===== config.mk =====
export PLATFORM = sky130hd
export DESIGN_NAME = io_store_unit
export DESIGN_NICKNAME = d
export VERILOG_FILES = /design/src/rtl/io_store_unit.sv
export SDC_FILE = /design/constraint.sdc
export NUM_CORES = 1
export LEC_CHECK = 0
export CAP_MARGIN = 10
export CORE_ASPECT_RATIO = 1.75
export CORE_MARGIN = 5
export CORE_UTILIZATION = 48
export CTS_CLUSTER_SIZE = 30
export DETAILED_ROUTE_END_ITERATION = 10
export GPL_TIMING_DRIVEN = 0
export PLACE_DENSITY_LB_ADDON = 0.05
export SETUP_SLACK_MARGIN = 0.3
export SYNTH_ARGS = -nofsm -noshare
export SYNTH_HDL_FRONTEND = slang
export SYNTH_SLANG_ARGS = --single-unit

===== constraint.sdc =====
create_clock -name clk -period 2.6 [get_ports clk]
set_clock_uncertainty 0.05 [all_clocks]
set_input_delay 0.26 -clock clk [delete_from_list [all_inputs] [get_ports clk]]
set_output_delay 0.26 -clock clk [all_outputs]
set_load 0.02 [all_outputs]

===== src/rtl/io_store_unit.sv =====
// Memory-mapped I/O write side: decodes stage-3 stores into the UART TX FIFO
// and the counter-reset register, and owns the cycle/instruction counters.
module io_store_unit #(
  parameter int unsigned TX_DEPTH = 4
) (
  input  logic        clk,
  input  logic        rst,
  input  logic        store_valid,
  input  logic [31:0] store_addr,
  input  logic [31:0] store_data,
  input  logic [3:0]  store_be,
  input  logic        instr_retire,
  output logic        uart_tx_data_in_valid,
  output logic [7:0]  uart_tx_data_in,
  input  logic        uart_tx_data_in_ready,
  output logic        tx_ready_status,
  output logic [31:0] cyc_counter,
  output logic [31:0] instr_counter,
  output logic        tx_overflow
);

  localparam int unsigned PW = (TX_DEPTH > 1) ? $clog2(TX_DEPTH) : 1;
  localparam int unsigned CW = $clog2(TX_DEPTH + 1);
  localparam logic [CW-1:0] FULL = CW'(TX_DEPTH);

  logic [7:0]    mem [TX_DEPTH];
  logic [PW-1:0] rd_ptr;
  logic [PW-1:0] wr_ptr;
  logic [CW-1:0] count;

  logic io_wr;
  logic tx_wr;
  logic ctr_clr;
  logic pop;
  logic push_ok;

  // Only the low byte of data and the decoded address bits matter here.
  logic unused_bits;
  assign unused_bits = ^{store_data[31:8], store_addr[29:8]};

  always_comb begin
    io_wr   = store_valid && (store_addr[31:30] == 2'b10) && (|store_be);
    tx_wr   = io_wr && (store_addr[7:0] == 8'h08);
    ctr_clr = io_wr && (store_addr[7:0] == 8'h18);
    pop     = uart_tx_data_in_valid && uart_tx_data_in_ready;
    // A full FIFO still takes a push when the head leaves in the same cycle.
    push_ok = tx_wr && ((count < FULL) || pop);
  end

  assign uart_tx_data_in_valid = (count != '0);
  assign uart_tx_data_in       = mem[rd_ptr];
  assign tx_ready_status       = (count < FULL);

  always_ff @(posedge clk or negedge rst) begin
    if (!rst) begin
      for (int unsigned i = 0; i < TX_DEPTH; i++) mem[i] <= '0;
    end else if (push_ok) begin
      mem[wr_ptr] <= store_data[7:0];
    end
  end

  always_ff @(posedge clk or negedge rst) begin
    if (!rst) begin
      rd_ptr      <= '0;
      wr_ptr      <= '0;
      count       <= '0;
      tx_overflow <= 1'b0;
    end else begin
      if (pop)     rd_ptr <= rd_ptr + PW'(1);
      if (push_ok) wr_ptr <= wr_ptr + PW'(1);
      case ({push_ok, pop})
        2'b10:   count <= count + CW'(1);
        2'b01:   count <= count - CW'(1);
        default: count <= count;
      endcase
      if (tx_wr && !push_ok) tx_overflow <= 1'b1;
    end
  end

  always_ff @(posedge clk or negedge rst) begin
    if (!rst) begin
      cyc_counter   <= '0;
      instr_counter <= '0;
    end else if (ctr_clr) begin
      cyc_counter   <= '0;
      instr_counter <= '0;
    end else begin
      cyc_counter <= cyc_counter + 32'd1;
      if (instr_retire) instr_counter <= instr_counter + 32'd1;
    end
  end

endmodule


==> impl_results.md <==
* Status: completed
* Total of warnings raised by yosys at 0
* Clock Tree Root: clkbuf_16
* Routed WL at 13.4 mm
* Share of power burned in registers at 44.9%
* Max Freq at 441 MHz
* Initial antenna violation count at 0
* CTS tree: done
* Clock Latency Late Sink at 0.35 ns
* Type of the worst setup path: primary input to register
* Gp weighted congestion at 0.852
* Worst Max-Slew Pin Slew at 0.687 ns
* Crit-path slowest cell: or4_4
* Top cells by area, synth: dfrtp_1 (49%), mux2_2 (6.2%), or4_1 (4.0%)
* Primary FF master, synth: dfrtp_1
* Worst hold-check path type: primary input to async pin
* Starting density of the core at 49.1%
* Die Wd at 89.3 um
* TritonRoute pass-1 iters at 4
* RSZ-0062 raised after global routing: yes
* H-tree levels at 3
* Worst path max stage delay at 0.54 ns
* R2R Setup Slk at 0.41 ns
* Drt initial violations at 164
* Cell Chain, Critical Path: clkdlybuf4s50_1 > or4_4 > nand4_4 > nor3_4 > inv_1 > ha_2 > inv_1 > fa_1 > xor2_1 > nor2_1 > xnor2_1
* Ys async rst share at 100%
* DRT antenna net count at 0
* Met2 Usage GRT at 38.4%
* Crit path from: store_be[3]
* WP data arrival at 2.48 ns
* Rows at 50
* Mean routed wirelength per cell at 18.4 um
* Pwr dens at 637 nW/um2
* Final clock period utilization by the worst path at 87.1%
* Reg-to-Reg End: cyc_counter[22]$_DFF_PN0_
* Multi-input gate area at 2570 um2
* Grt met3 use at 4.75%
* GR Layer Usage met1 at 22.1%
* Reg2Reg Depth at 7
* Final nets at 671
* Top-level I/O count at 148
* Clock transition at path regs at 0.07 ns
* Leak pwr at 2.91 nW
* Hpwl dp at 9.92 mm
* Clk buf depth at 2
* Post-synth top area cell: dfrtp_1
* I/O Buffers at 100
* Clock group share of total power at 30.0%
* Chip height at 149 um
* Vias in the first global route at 4402
* Total track usage at 20.9%
* Final Slew Violations at 0
* Flops & latches, synth at 104
* Most Crowded Layer GR: met2
* Worst setup margin at 0.334 ns
* First-pass GRT wire length at 21.6 mm
* Antenna Cells at 0
* Sequential area share after synthesis at 49.2%
* Endpoint class of the critical path: register
* Cell mode on critical path: inv_1
* Num CTS Buffers at 9
* Type of origin of the critical path: primary input
* Syn_area_per_cell at 11.2 um2
* NetSw at 1.43 mW
* Largest net degree at the start of global routing at 69
* Core area at 10800 um2
* Total internal power at 2.96 mW
* Post-DP Area at 6480 um2
* Share of layout cells above drive strength 1 at 16.0%
* Pre-CTS setup slack at -0.215 ns
* Vias after detailed routing at 4230
* Post-synth EDFFs at 0
* Gate Count Post-Synth at 471
* Synth cell types at 43
* Area Growth Syn to Fin at 30.4%
* Die ar. at 13300 um2
* Mapped Nets at 552
* Area share of the largest cell type after synthesis at 49.2%
* Mapped Area at 5290 um2
* Final Critical Period at 2.27 ns
* # fillers at 907
* Drt drc at 0
* Slew HR at 54.2%
* Peak supply drop at 0.418 mV
* Critical path required time at 2.82 ns
* Global route overflow at 0
* Via density per instance at 5.83
* Critical path fanouts, max at 3
* Switching Share at 32.5%
* Clock sinks at 104
* Area taken by flip-flops and latches at 2600 um2
* Post-route cell area at 6890 um2
* Logic pwr share at 25.1%
* Final Hold Vio Count at 0
* Worst r2r src: cyc_counter[0]$_DFF_PN0_
* Critical path destination: count[2]$_DFFE_PN0P_
* Max Cap Viol at 0
* Setup-failing EPs final at 0
cells in the mapped netlist (all sizes together) (8+ instances only):
cell and number:
nand3 14, or4 28, o21ai 12, o31ai 25, clkbuf 13, and4 13
nand4 30, or3 12, xor2 14, nand2 21, dfrtp 104, and3 8
nor2 34, a21oi 35, mux4 8, mux2 33, xnor2 17, inv 11
cell type report:
class	instances	area share [%]
Buffer	20	1.69
Clock buffer	9	3.27
Clock inverter	7	0.926
Inverter	11	0.599
Multi-Input combinational cell	336	37.3
Sequential cell	104	37.8
Tap cell	130	2.36
Timing Repair Buffer	108	16.1
power by group through the flow:
stage	Combinational, mW	Clock (mW)	Sequential (mW)
after CTS	1.12	1.35	1.97
after floorplan	0.504	0	2.09
after global routing	1.20	1.43	1.99
final	1.10	1.32	1.97
after global placement	1.07	0	1.99
after detailed placement	1.10	0	2.00
stage by stage:
stage               hold slack, ns  setup TNS, ns  instances  util (%)  power (mW)
detailed placement           0.233          -1.48        702      60.3        3.09
finish                       0.380              0        725      64.1        4.39
global route                 0.439              0        725      64.1        4.62
CTS                          0.403              0        721      63.4        4.44
global placement             0.392        -290.25        701      60.0        3.06
floorplan                  -0.0856              0        471         -        2.59
routing by layer:
metal	vias to the layer above	wire (um)
met4	0	409
met2	97	7590
met5	-	0
met1	2100	4720
met3	28	632
li1	2005	-
kinds of logic after synthesis:
family,Yosys count,synth area share [%]
AOI/OAI and AO/OA,74,8.28
muxes,43,10.8
xor gates and xnor gates,31,5.13
buffers and inverters,31,2.63
adders and majority gates,8,2.03
DFF,104,49.2
and+or+nand+nor,180,21.9
sequential cells by signal, indices dropped and copies added, names as in the netlist:
register,cells
count,3
cyc_counter,32
instr_counter,32
mem,32
rd_ptr,2
tx_overflow,1
wr_ptr,2
how the worst min path moves through the flow:
stage                     slack (ns)                     from  cells past startpoint                       endpoint
final                           0.38                      rst                      2  instr_counter[20]$_DFFE_PN0P_
after global routing            0.44                      rst                      2   instr_counter[4]$_DFFE_PN0P_
after CTS                       0.40                      rst                      2  instr_counter[20]$_DFFE_PN0P_
after detailed placement        0.23                      rst                      1  instr_counter[18]$_DFFE_PN0P_
after global placement          0.39  tx_overflow$_DFFE_PN0P_                      1        tx_overflow$_DFFE_PN0P_
after floorplan                -0.09                      rst                      0           count[0]$_DFFE_PN0P_
cell usage in the layout, fill, tap and decap left out, drive strengths merged, types with 15 or more instances in the layout:
cell and instances:
nand2 21, or4 28, o31ai 25, xnor2 17, clkbuf 23, clkdlybuf4s50 91
mux2 33, dfrtp 104, nand4 30, nor2 34, inv 15, a21oi 35
critical path: cells and delay by family:
kind,cells,cell delay [ns]
adder cells (fa/ha/maj),2,0.55
buffers and inverters,3,0.53
XOR/XNOR,2,0.28
AND/OR/NAND/NOR,4,0.86
repair_timing:
item | in CTS | in global routing
pin swaps | 0 | 4
hold buffers | 1 | 0
resized for setup | 10 | 16
buffers inserted | 2 | 4
setup endpoints to repair | 11 | 66
hold endpoints to repair | 36 | 0
Note: power is estimated with default switching activity, not from simulation.
